## src/rtl/shift_add_step.sv

```systemverilog
// shift_add_step: sequential shift-add multiply by a fixed coefficient.
//
// Responder side of the step start/done handshake. On a start request the
// operand is captured, then one coefficient bit is processed per clock edge
// (WIDTH edges). The product is saturated (SAT=1) or truncated (SAT=0) to
// WIDTH bits and presented with a one-cycle done pulse. The clock may be
// gated by the sequencer; all state simply holds while no edges arrive.
//
// Ports:
//   clk      in   step clock (possibly gated)
//   rst_n    in   asynchronous active-low reset
//   start    in   level request, held high until done is seen
//   in_data  in   operand, sampled only on the capture edge
//   out_data out  registered result, held until the next completed operation
//   done     out  registered, high for exactly one cycle per completion
//   busy     out  high while calculating and during the done cycle
module shift_add_step #(
    parameter int unsigned      WIDTH = 8,
    parameter logic [WIDTH-1:0] COEF  = 8'd5,
    parameter bit               SAT   = 1'b1
) (
    input  logic             clk,
    input  logic             rst_n,
    input  logic             start,
    input  logic [WIDTH-1:0] in_data,
    output logic [WIDTH-1:0] out_data,
    output logic             done,
    output logic             busy
);

    localparam int unsigned      CNT_W    = (WIDTH > 1) ? $clog2(WIDTH) : 1;
    localparam logic [CNT_W-1:0] LAST_BIT = CNT_W'(WIDTH - 1);

    localparam logic [1:0] ST_IDLE     = 2'd0;
    localparam logic [1:0] ST_CALC     = 2'd1;
    localparam logic [1:0] ST_DONE     = 2'd2;
    localparam logic [1:0] ST_WAIT_LOW = 2'd3;

    logic [1:0]         state_q, state_d;
    logic [WIDTH-1:0]   mcand_q, mcand_d;
    logic [2*WIDTH-1:0] acc_q, acc_d;
    logic [CNT_W-1:0]   cnt_q, cnt_d;
    logic [WIDTH-1:0]   out_data_q, out_data_d;

    logic [2*WIDTH-1:0] partial;
    logic [2*WIDTH-1:0] sum;
    logic [WIDTH-1:0]   result;

    // Partial product for the coefficient bit selected by the counter, and the
    // running sum including it. On the last bit, sum is the full product.
    always_comb begin
        partial = '0;
        if (COEF[cnt_q]) begin
            partial = {{WIDTH{1'b0}}, mcand_q} << cnt_q;
        end
        sum = acc_q + partial;
        if (SAT && (|sum[2*WIDTH-1:WIDTH])) begin
            result = '1;
        end else begin
            result = sum[WIDTH-1:0];
        end
    end

    always_comb begin
        state_d    = state_q;
        mcand_d    = mcand_q;
        acc_d      = acc_q;
        cnt_d      = cnt_q;
        out_data_d = out_data_q;
        case (state_q)
            ST_IDLE: begin
                if (start) begin
                    mcand_d = in_data;
                    acc_d   = '0;
                    cnt_d   = '0;
                    state_d = ST_CALC;
                end
            end
            ST_CALC: begin
                // Dropping start aborts, even on the final-bit edge.
                if (!start) begin
                    state_d = ST_IDLE;
                end else begin
                    acc_d = sum;
                    if (cnt_q == LAST_BIT) begin
                        cnt_d      = '0;
                        out_data_d = result;
                        state_d    = ST_DONE;
                    end else begin
                        cnt_d = cnt_q + 1'b1;
                    end
                end
            end
            ST_DONE: begin
                state_d = start ? ST_WAIT_LOW : ST_IDLE;
            end
            ST_WAIT_LOW: begin
                // Blocks a still-high start from retriggering.
                if (!start) begin
                    state_d = ST_IDLE;
                end
            end
            default: begin
                state_d = ST_IDLE;
            end
        endcase
    end

    always_ff @(posedge clk or negedge rst_n) begin
        if (!rst_n) begin
            state_q    <= ST_IDLE;
            mcand_q    <= '0;
            acc_q      <= '0;
            cnt_q      <= '0;
            out_data_q <= '0;
        end else begin
            state_q    <= state_d;
            mcand_q    <= mcand_d;
            acc_q      <= acc_d;
            cnt_q      <= cnt_d;
            out_data_q <= out_data_d;
        end
    end

    assign out_data = out_data_q;
    assign done     = (state_q == ST_DONE);
    assign busy     = (state_q == ST_CALC) || (state_q == ST_DONE);

endmodule

```

## config.mk

```make
export PLATFORM = sky130hd
export DESIGN_NAME = shift_add_step
export DESIGN_NICKNAME = d
export VERILOG_FILES = /design/src/rtl/shift_add_step.sv
export SDC_FILE = /design/constraint.sdc
export NUM_CORES = 1
export LEC_CHECK = 0
export BUFFER_PORTS_ARGS = -buffer_cell sky130_fd_sc_hd__clkbuf_2
export CORE_AREA = 5 5 85 87
export DETAILED_ROUTE_END_ITERATION = 6
export DIE_AREA = 0 0 90 92
export SLEW_MARGIN = 10
export SYNTH_ARGS = -nofsm -noshare
export SYNTH_HDL_FRONTEND = slang
export SYNTH_SLANG_ARGS = --single-unit
```

## constraint.sdc

```tcl
create_clock -name clk -period 4.1 [get_ports clk]
set_input_delay 0.615 -clock clk [delete_from_list [all_inputs] [get_ports clk]]
set_output_delay 0.615 -clock clk [all_outputs]
set_load 0.01 [all_outputs]
```

# After elaboration in Yosys (flattened, before gate mapping)
# Memory sizes are Yosys's and may differ from the RTL's.
# Cells that the tools add are included.
[word_totals] output_inout_bits=10 n_memories=1 inputBits=11 ram_bits=0 latchBits=0 elab_cells=42 regBits=37 mem_bits_ro=8
[classes] order_cmp=1 n_addsub=2 n_reduce_logical=8 shift=1 n_div=0 n_eq_ne=8 multipliers=0 bitwise_logic=0 mux=16
[mem_list] memory="(name not given)" depth=8 width=1 read_ports=1 rd_ports_with_merged_regs=0 write_ports=0 line="53" text="if (COEF[cnt_q]) begin"
[op_table] cell="$mux 16" n=3
[op_table] cell="$pmux 16 s2" n=1
[op_table] cell="$add 16x16->16" n=1
[op_table] cell="$shl 8x3->16" n=1
[op_table] cell="$mux 2" n=5
[op_table] cell="$mux 3" n=3
[op_table] cell="$reduce_and 3->1" n=3
[op_table] cell="$mux 8" n=1
[op_table] cell="$pmux 2 s4" n=1
[op_table] cell="$reduce_or 8->1" n=1
[op_table] cell="$ne 2x2->1 const B" n=3
[op_table] cell="$pmux 3 s2" n=1
[op_table] cell="$eq 2x2->1 const B" n=2
[op_table] cell="$lt 3x4->1 const B" n=1
[op_table] cell="$add 3x1->3 const B" n=1
[op_table] cell="$eq 3x3->1 const B" n=1
[op_table] cell="$ne 3x3->1 const B" n=1
[op_table] cell="$eq 2x1->1 const B" n=1
[op_table] cell="$logic_not 2->1" n=1
[op_table] cell="$reduce_and 2->1" n=1
[op_table] cell="$reduce_bool 2->1" n=1
[op_table] cell="$logic_or 1x1->1" n=1
[op_table] cell="$mux 1" n=1

# Logic depth before layout (Yosys ltp)
# Gate-level depths: netlist of run 1.
[logic_depth] word_depth=6 depth_mapped=12 mapped_depth_nobuf=11

# Least setup slack after synthesis of run 1
# Ideal clock, no wire load.
[synth_path] path_type="register to register" from="register cnt_q[0]" to="register out_data_q[0] (netlist: out_data[0])" arrival_ps=3217 slack_ps=746 path_stages_with_launch=12 synth_period_minus_slack_ps=3354 path_cell_list="dfrtp_1 > or2_2 > clkbuf_1 > nor3b_1 > ha_1 > a211oi_1 > o21bai_2 > o211ai_1 > a211oi_1 > or4_4 > nor4_4 > a21oi_1"
[synth_via] elab_chain_cells=6 elab_cells_between_ends=9 classes_between="add/sub: 1; eq/ne: 1; shift: 1; mux: 3; reduce/logical: 2; memory: 1"
[synth_lines] element="from (decl)" line="42" text="logic [CNT_W-1:0] cnt_q, cnt_d;"
[synth_lines] element="from (signal assigned)" line="120" text="cnt_q <= cnt_d;"
[synth_lines] element="$mem_v2 8x1"
[synth_lines] element="$mux 1 (implied by the code)" line="53"
[synth_lines] element="$mux 16" line="53"
[synth_lines] element="$add 16x16->16" line="56" text="sum = acc_q + partial;"
[synth_lines] element="$reduce_or 8->1" line="57" text="if (SAT && (|sum[2*WIDTH-1:WIDTH])) begin"
[synth_lines] element="$mux 8" line="57"
[synth_lines] element="to (signal assigned)" line="121" text="out_data_q <= out_data_d;"
[synth_lines] element="to (decl)" line="43" text="logic [WIDTH-1:0] out_data_q, out_data_d;"
# Several ways; a longest one is shown, not always the timed one. The select of a mux whose other input is x is not followed.
# A chain may end at the register's enable or synchronous reset.

# Worst setup path in the final report of run 1
[layout_path] from="register cnt_q[0]" to="register out_data_q[1] (netlist: out_data[1])"
# Same word-level chain as after synthesis.

==> results.py, run 1 <==
metrics = {
    "route": {
        "drt_iter0_drc": 84,
        "routedWlPerCell_um": 15.1,
        "wirelength_um": 5290,
        "drtAntennaViolNets": 0,
        "via_count": 1953,
        "drc": 0,
        "vias_per_cell": 5.56,
        "drt_pass1_iterations": 4,
    },
    "cells_and_area": {
        "final_common_cell": "dfrtp_1",
        "layout.cells.non_filler": 351,
        "area_growth_pct": 10.5,
        "layout_common_cells": "37 x dfrtp_1, 22 x ha_1, 21 x nor2_1",
        "final_nets": 308,
        "num_antenna_cells": 0,
        "layout-drive-gt1-share_pct": 16.8,
    },
    "clocking": {
        "hold_buffers": 0,
        "clock_latency_ps": 280,
        "cts_tree": "built",
        "cts_max_level": 2,
        "cts.sinks": 37,
        "clockBufferDepth": 2,
        "numCtsBuffers": 5,
        "ctsRootBufferMaster": "clkbuf_8",
        "clkTransAtPathRegs_ps": 70,
        "post_cts_buffers": 0,
        "cts-resized-gates": 0,
    },
    "global_route": {
        "grt_pass1_vias": 1861,
        "grt_pass1_wl_um": 9060,
        "grt_usage_pct": 13.2,
        "antenna_found_initial": 0,
        "overflow": 0,
        "grt_max_degree": 38,
    },
    "critical_path": {
        "path_class": "reg -> reg",
        "cp.required_ps": 4250,
        "worstReg2RegStart": "cnt_q[0]",
        "end_kind": "flip-flop",
        "rr_endpoint": "out_data[1]",
        "start_kind": "flip-flop",
        "path_cells": "or2_2, nor3b_1, ha_1, a211oi_1, o21bai_2, o211ai_1, a211oi_1, or4_4, nor4_4, a21oi_1",
        "slowest_stage": "or4_4",
        "crit_buf_inv": 0,
        "crit_top_cell": "a211oi_1",
        "r2r_setup_slack_ps": 360,
        "cp.arrival_ps": 3890,
        "rr_worst_depth": 10,
        "crit_path_max_incr_delay_ps": 510,
        "path_max_fanout": 8,
        "cp_top_family": "simple AND/OR/NAND/NOR gates",
    },
    "place": {
        "numPortBuffers": 20,
        "place_inst": 344,
        "place.gp.congestion": 0.840,
        "hpwlAfterDp_um": 3960,
    },
    "timing": {
        "setup-tns-final_ps": 0,
        "finalHoldViolations": 0,
        "relSlewSlack_pct": 38.7,
        "setup_viol_count_final": 0,
        "clock.fmax_mhz": 268,
        "skew_ps": 3.85,
        "period_share_pct": 91.1,
        "report.final.slew_viol_count": 0,
        "rsz0062_at_grt": "no",
        "worst_pin_slew_ps": 920,
        "fin_crit_ps": 3740,
    },
    "pwr": {
        "ir_worst_vdd_mv": 0.324,
        "p_per_area_mw_per_mm2": 767,
        "p_leak_nw": 1.33,
        "power_mw": 2.08,
    },
    "floorplanning": {
        "die_h_um": 92,
        "die-area_mm2": 0.00828,
        "die_w_um": 90,
        "initial_utilization_pct": 39.1,
        "io-pin-count": 21,
        "rows": 29,
        "core-area_mm2": 0.00628,
    },
    "synth": {
        "ys_seq_area_share_pct": 37.7,
        "synth_edf_count": 0,
        "ys.flop_type": "dfrtp_1",
        "synth.largest_area_cell": "dfrtp_1",
        "ys_ff_latch": 37,
        "yosysWarnings": 0,
        "synth_area_leaders": "dfrtp_1 38%, ha_1 11%, a21oi_1 3.7%, mux2i_1 3.7%, mux2_2 3.7%",
        "yosysTopAreaCellShare_pct": 37.7,
        "synth_cell_types": 54,
        "async_flop_share_pct": 100,
        "syn_inst": 253,
        "avgSynthCellArea_um2": 9.71,
        "netlist_area_mm2": 0.00246,
    },
    "hold_path": {
        "hold_path.class": "in -> async",
    },
    "status": {
        "status": "finished clean",
    },
    "flow_run": {
        "drv_cap": 0,
    },
}
worst max-delay path by stage:
stage | start | end | cells after the start
after global placement | cnt_q[0] | out_data[1] | 10
after floorplan | cnt_q[0] | out_data[0] | 11
after detailed placement | cnt_q[0] | out_data[2] | 10
after CTS | cnt_q[0] | out_data[1] | 10
final | cnt_q[0] | out_data[1] | 10
after global routing | cnt_q[0] | out_data[1] | 10
through the flow:
stage	hold WS (ps)	util [%]	setup WS (ps)	area, um^2
6_report	455	43.2	364	2710
2_1_floorplan	319	-	746	2470
3_5_place_dp	484	41.9	400	2630
3_3_place_gp	474	41.9	408	2630
5_1_grt	537	43.2	120	2710
4_1_cts	490	43.2	364	2710
synth_stat cells (all sizes together) (2+ instances only):
| master | count |
|---|---|
| or2 | 3 |
| xor2 | 3 |
| a21o | 6 |
| clkbuf | 8 |
| and3 | 4 |
| o21bai | 2 |
| dfrtp | 37 |
| a221oi | 2 |
| nand3b | 3 |
| nor3b | 2 |
| nor3 | 4 |
| nand3 | 2 |
| mux2 | 8 |
| a21oi | 18 |
| xnor2 | 6 |
| a211oi | 5 |
| buf | 3 |
| a22o | 8 |
| ha | 22 |
| mux2i | 9 |
| o22ai | 2 |
| and2 | 2 |
| inv | 6 |
| o31ai | 3 |
| nor2 | 21 |
| nand2b | 2 |
| o211a | 2 |
| nand2 | 20 |
| o211ai | 5 |
| o21ai | 17 |
| nand4 | 2 |
cell type report:
type | count | area (um^2)
Multi-Input combinational cell | 203 | 1480
Timing Repair Buffer | 21 | 108
Clock buffer | 7 | 86.3
Fill cell | 618 | 3560
Tap cell | 77 | 96.3
Inverter | 6 | 22.5
Sequential cell | 37 | 926
where the power goes:
group	total [mW]	internal (mW)	switching, mW	leakage (nW)
registers	0.625	0.510	0.115	0.474
logic	1.20	0.507	0.697	0.808
clock network	0.254	0.133	0.120	0.0443
total	2.08	1.15	0.932	1.33
registers in the layout, summed over array words and instances (netlist names):
signal / flops
out_data: 8
mcand_q: 8
state_q: 2
acc_q: 16
cnt_q: 3
metal layers:
metal	routed length (um)	share of wire, %	track usage, %
met4	139	2.6	5.33
met3	163	3.1	2.29
met5	0	0	0
met2	2510	47	22.3
met1	2480	47	16.6
kinds of logic (layout without fill, tap and decap cells):
family,after synthesis,after routing,share of synthesized area [%]
other,1,5,0.153
and+or+nand+nor,71,71,14.9
adders and majority gates,23,23,12.0
AOI/OAI and AO/OA,78,78,21.8
muxes,17,17,7.34
xor gates and xnor gates,9,9,3.21
DFF,37,37,37.7
buffers and inverters,17,34,2.85
Power figures use the tool's default switching activity.
==> run 2, diff against run 1 <==
- ABC_AREA: unset -> 1
- CORE_AREA: 5 5 85 87 -> 5 5 91 93
- CTS_CLUSTER_DIAMETER: unset -> 100
- DIE_AREA: 0 0 90 92 -> 0 0 96 98
- PLACE_DENSITY: unset -> 0.59
==> results.py, run 2 <==
metrics = {
    "floorplanning": {
        "die_w_um": 96,
        "die_h_um": 98,
        "initial_utilization_pct": 37.9,
        "io-pin-count": 21,
        "rows": 32,
        "core-area_mm2": 0.00745,
        "die-area_mm2": 0.00941,
    },
    "clocking": {
        "ctsRootBufferMaster": "clkbuf_8",
        "clkTransAtPathRegs_ps": 80,
        "numCtsBuffers": 5,
        "post_cts_buffers": 0,
        "cts_tree": "built",
        "cts_max_level": 2,
        "cts.sinks": 37,
        "hold_buffers": 0,
        "cts-resized-gates": 0,
        "clock_latency_ps": 300,
        "clockBufferDepth": 2,
    },
    "synth": {
        "synth_common_cells": "133 x nand2_1, 72 x inv_1, 37 x dfrtp_1, 34 x nand3_1, 34 x nor2_1",
        "synth_most_common_cell": "nand2_1",
        "avgSynthCellArea_um2": 6.77,
        "synth_cell_types": 26,
        "yosysTopAreaCellShare_pct": 32.8,
        "async_flop_share_pct": 100,
        "netlist_area_mm2": 0.00282,
        "yosysWarnings": 0,
        "syn_inst": 417,
        "ys_ff_latch": 37,
        "ys.flop_type": "dfrtp_1",
        "synth_edf_count": 0,
        "ys_seq_area_share_pct": 32.8,
        "synth.largest_area_cell": "dfrtp_1",
        "synth_area_leaders": "dfrtp_1 33%, nand2_1 18%, ha_1 9.8%, inv_1 9.6%, nand3_1 6.0%",
    },
    "critical_path": {
        "crit_path_max_incr_delay_ps": 680,
        "cp.arrival_ps": 3030,
        "path_cells": "nor4_1, ha_1, nand2_1, nand2_1, nand3_1, nand2_1, nand2_1, nand2_1, nand2_1, nand3_2, nor2_4, nand3_1, nand2_1, inv_1",
        "path_class": "reg -> reg",
        "start_kind": "flip-flop",
        "path_max_fanout": 12,
        "end_kind": "flip-flop",
        "crit_top_cell": "nand2_1",
        "slowest_stage": "nor4_1",
        "cp.required_ps": 4300,
        "rr_worst_depth": 14,
    },
    "place": {
        "numPortBuffers": 20,
        "place.gp.congestion": 0.891,
        "hpwlAfterDp_um": 5030,
    },
    "pwr": {
        "p_per_area_mw_per_mm2": 731,
        "clkPwrFrac_pct": 12.2,
        "seqPwrFrac_pct": 24.4,
        "power.switching_mw": 1.18,
        "p_int_mw": 1.11,
        "p_leak_nw": 1.80,
        "power_mw": 2.29,
        "pwr-share-comb_pct": 63.4,
        "ir_worst_vdd_mv": 0.368,
        "switching_share_pct": 51.7,
    },
    "timing": {
        "hold_slack_ps": 460,
        "report.final.slew_viol_count": 0,
        "period_share_pct": 69.2,
        "rsz0062_at_grt": "no",
        "worst_pin_slew_ps": 1020,
        "relSlewSlack_pct": 31.6,
        "skew_ps": 5.13,
        "clock.fmax_mhz": 352,
        "finalHoldViolations": 0,
        "setup-tns-final_ps": 0,
        "fin_crit_ps": 2840,
        "setup_viol_count_final": 0,
    },
    "global_route": {
        "antenna_found_initial": 0,
        "overflow": 0,
        "grt_pass1_vias": 2471,
        "grt_pass1_wl_um": 11500,
        "grt_usage_pct": 15.1,
        "grt_max_degree": 38,
    },
    "cells_and_area": {
        "num_antenna_cells": 0,
        "largest_reg_flops": 16,
        "final_nets": 475,
        "finish.utilization_pct": 42.0,
        "max_flop_register": "acc_q",
        "layout-drive-gt1-share_pct": 10.6,
        "layout_common_cells": "133 x nand2_1, 72 x inv_1, 37 x dfrtp_1",
        "final_common_cell": "nand2_1",
        "area_growth_pct": 10.9,
    },
    "status": {
        "status": "finished clean",
    },
    "route": {
        "drt_iter0_drc": 159,
        "vias_per_cell": 4.65,
        "drt_pass1_iterations": 4,
        "routedWlPerCell_um": 12.2,
        "drc": 0,
        "wirelength_um": 6630,
        "drtAntennaViolNets": 0,
        "via_count": 2532,
    },
    "hold_path": {
        "hold_path.class": "in -> async",
    },
    "flow_run": {
        "drv_cap": 0,
    },
}
## run 2: cell count changes after synthesis, moves of 5 or more
| cell | before | now |
|---|---|---|
| nor2_1 | 21 | 34 |
| o211ai_1 | 5 | 0 |
| nand3_1 | 2 | 34 |
| inv_1 | 6 | 72 |
| mux2_2 | 8 | 3 |
| a22o_1 | 7 | 0 |
| nand2_1 | 20 | 133 |
| xnor2_1 | 6 | 0 |
| a21o_1 | 5 | 0 |
| nand2_2 | 0 | 6 |
| mux2i_1 | 9 | 0 |
## run 2: worst paths after layout
| path | from | endpoint | slack, ps |
|---|---|---|---|
| worst min register to register | acc_q[0] | acc_q[0] | 520 |
| max in group asynchronous | rst_n | acc_q[6] | 3050 |
| worst max-delay path | cnt_q[0] | out_data[4] | 1260 |
| worst min-delay path | rst_n | out_data[7] | 460 |
| min in group clk | acc_q[0] | acc_q[0] | 520 |
| worst max register to register | cnt_q[0] | out_data[4] | 1260 |
## run 2: routing by layer
metal / vias up / global-route usage, % / part of all wire, %
li1: 1346 / - / -
met2: 51 / 24.0 / 46
met4: 0 / 3.50 / 1.2
met3: 9 / 2.08 / 3.3
met1: 1126 / 21.6 / 50
met5: - / 0 / 0
## run 2: cells by family after synthesis
kind of cell / share of synthesized area [%]
and+or+nand+nor: 34.3
buffers and inverters: 10.9
AOI/OAI and AO/OA: 8.33
DFF: 32.8
adders and majority gates: 10.5
xor gates and xnor gates: 1.86
muxes: 1.20
other: 0.133
## run 2: area by class of cell
| cell class | instances | area (um^2) |
|---|---|---|
| timing repair buffer | 21 | 108 |
| clock inverter | 2 | 13.8 |
| clock buffer | 6 | 82.6 |
| multi-input combinational | 304 | 1600 |
| fill | 799 | 4320 |
| sequential | 37 | 926 |
| tap | 102 | 128 |
| inverter | 72 | 270 |
## run 2: stage by stage
| stage | cell area [um^2] | worst slack, ps | instances |
|---|---|---|---|
| finish | 3130 | 1260 | 544 |
| global route | 3130 | 962 | 544 |
| CTS | 3130 | 1280 | 544 |
| detailed placement | 3030 | 1300 | 536 |
| global placement | 3030 | 1320 | 536 |
| floorplan | 2840 | 1570 | 421 |
## run 2: critical path, delay by kind of cell, from the launching register on
kind | cells | cell delay (ps)
adders and majority gates | 1 | 370
buffers and inverters | 1 | 30
DFF | 1 | 500
and+or+nand+nor | 12 | 1820
## run 2: power groups by stage
stage	combinational, mW	sequential [mW]	clock [mW]
global route	1.65	0.574	0.304
floorplan	1.12	0.537	0
detailed placement	1.44	0.564	0
CTS	1.45	0.557	0.290
finish	1.45	0.558	0.280
global placement	1.44	0.563	0
==> run 3, diff against run 2 <==
- clock period: 4.1 -> 2.65 ns (I/O delays scaled with it)
==> results.py, run 3 (synthesis gave the netlist of run 2 again) <==
metrics = {
    "status": {
        "status": "finished clean",
    },
    "floorplanning": {
        "rows": 32,
        "die_h_um": 98,
        "initial_utilization_pct": 37.9,
        "core-area_mm2": 0.00745,
        "die_w_um": 96,
        "die-area_mm2": 0.00941,
        "io-pin-count": 21,
    },
    "cells_and_area": {
        "area_growth_pct": 32.4,
        "num_antenna_cells": 0,
        "layout-drive-gt1-share_pct": 30.0,
        "largest_reg_flops": 16,
        "max_flop_register": "acc_q",
        "layout_common_cells": "113 x nand2_1, 70 x inv_1, 34 x dfrtp_1",
        "multi_input_area_mm2": 0.00199,
        "n_fill_cell": 755,
        "regArea_um2": 930,
        "final_common_cell": "nand2_1",
        "final_nets": 500,
    },
    "critical_path": {
        "rr_endpoint": "out_data[7]",
        "crit_top_cell": "nand2_2",
        "path_class": "reg -> reg",
        "slowest_stage": "dfrtp_2",
        "cp.arrival_ps": 2820,
        "crit_path_max_incr_delay_ps": 490,
        "rr_worst_depth": 16,
        "start_kind": "flip-flop",
        "path_cells": "nor2_4, nand2_4, nor2_2, ha_2, fa_2, nand2_2, a21oi_4, nand3_2, nand3_2, nand2_2, nand2_2, nand2_2, nor2_4, nand3_1, nand2_1, inv_1",
        "r2r_setup_slack_ps": 20,
        "worstReg2RegStart": "cnt_q[0]",
        "path_max_fanout": 8,
        "cp.required_ps": 2840,
        "end_kind": "flip-flop",
    },
    "clocking": {
        "cts_tree": "built",
        "clockBufferDepth": 2,
        "clock_latency_ps": 290,
        "ctsRootBufferMaster": "clkbuf_8",
        "numCtsBuffers": 5,
        "cts.sinks": 37,
        "cts_max_level": 2,
        "clkTransAtPathRegs_ps": 80,
    },
    "global_route": {
        "antenna_found_initial": 0,
        "use_met2_pct": 25.8,
        "grtUsageMet1_pct": 21.8,
        "grt_pass1_vias": 2599,
        "grt_usage_pct": 15.9,
        "grt_pass1_wl_um": 12100,
        "overflow": 0,
        "grt_max_degree": 38,
        "busiest_layer": "met2",
        "grt_use_met3_pct": 2.70,
    },
    "timing": {
        "period_share_pct": 99.3,
        "skew_ps": 7.40,
        "report.final.slew_viol_count": 0,
        "relSlewSlack_pct": 36.4,
        "fin_crit_ps": 2630,
        "rsz0062_at_grt": "yes",
        "setup_viol_count_final": 0,
        "hold_slack_ps": 244,
        "clock.fmax_mhz": 380,
        "worst_pin_slew_ps": 953,
        "worst_slack_ps": 18.3,
        "finalHoldViolations": 0,
    },
    "pwr": {
        "ir_worst_vdd_mv": 0.675,
        "p_leak_nw": 1.97,
        "p_per_area_mw_per_mm2": 1290,
    },
    "route": {
        "routedWlPerCell_um": 13.4,
        "drt_iter0_drc": 119,
        "drtAntennaViolNets": 0,
        "drc": 0,
        "drt_pass1_iterations": 4,
        "vias_per_cell": 4.75,
        "via_count": 2701,
        "wirelength_um": 7600,
    },
    "place": {
        "numPortBuffers": 20,
        "hpwlAfterDp_um": 5360,
        "place.gp.congestion": 0.937,
        "dp_worst_setup_slack_ps": -7.85,
    },
    "flow_run": {
        "drv_cap": 0,
    },
    "hold_path": {
        "hold_path.class": "in -> async",
    },
}
## run 3: cell types whose count changed in the layout (fill, tap and decap cells not counted), sizes merged
cell | previous run | this run
bufinv | 0 | 1
clkinv | 2 | 1
buf | 1 | 26
## run 3: critical path, delay by kind of cell, from the launching register on
kind | cells | cell delay [ps]
compound gates | 1 | 180
fa+ha+maj | 2 | 440
flops | 1 | 490
buf+inv | 1 | 40
simple gates | 12 | 1380
## run 3: through the flow
step | setup TNS (ps) | power, mW | util [%] | area (um^2) | cells
final | 0 | 4.80 | 50.2 | 3740 | 569
after global routing | -1090 | 5.18 | 50.2 | 3740 | 569
after CTS | 0 | 3.80 | 43.8 | 3260 | 559
after detailed placement | -16.0 | 3.27 | 42.3 | 3150 | 551
after global placement | 0 | 3.26 | 42.3 | 3150 | 551
after floorplan | 0 | 2.57 | - | 2840 | 421
## run 3: repair_timing
item                                   4_1_cts  5_1_grt
endpoints found under the hold margin        0        0
setup buffers                                0       10
resized for setup                            2       93
setup endpoints to repair                    8       12
hold buffers                                 0        0
pin swaps                                    0       30
## run 3: worst max-delay path by stage
stage | start | end | slack [ps] | cells after the start
floorplan | cnt_q[0] | out_data[0] | 120 | 18
finish | cnt_q[0] | out_data[7] | 20 | 16
global placement | cnt_q[0] | out_data[7] | 10 | 15
CTS | cnt_q[0] | out_data[4] | 10 | 15
detailed placement | cnt_q[0] | out_data[7] | -8 | 15
global route | cnt_q[0] | out_data[5] | -160 | 16
## run 3: final cells by class
cell class / instances / share of cell area, %
inverter: 72 / 7.30
sequential: 37 / 24.9
clock buffer: 6 / 1.94
timing repair buffer: 46 / 8.10
tap: 102 / 3.42
clock inverter: 2 / 1.04
multi-input combinational: 304 / 53.3
## run 3: per-layer routing
| metal | part of all wire, % | up-vias | routed length, um |
|---|---|---|---|
| li1 | - | 1401 | - |
| met1 | 46 | 1240 | 3510 |
| met2 | 49 | 46 | 3750 |
| met3 | 2.6 | 14 | 199 |
| met4 | 1.9 | 0 | 142 |
| met5 | 0 | - | 0 |
## run 3: report_power, final
part	switching (mW)	internal, mW
Combinational	1.97	1.42
Sequential	0.165	0.745
Clock	0.220	0.283
Total	2.35	2.45
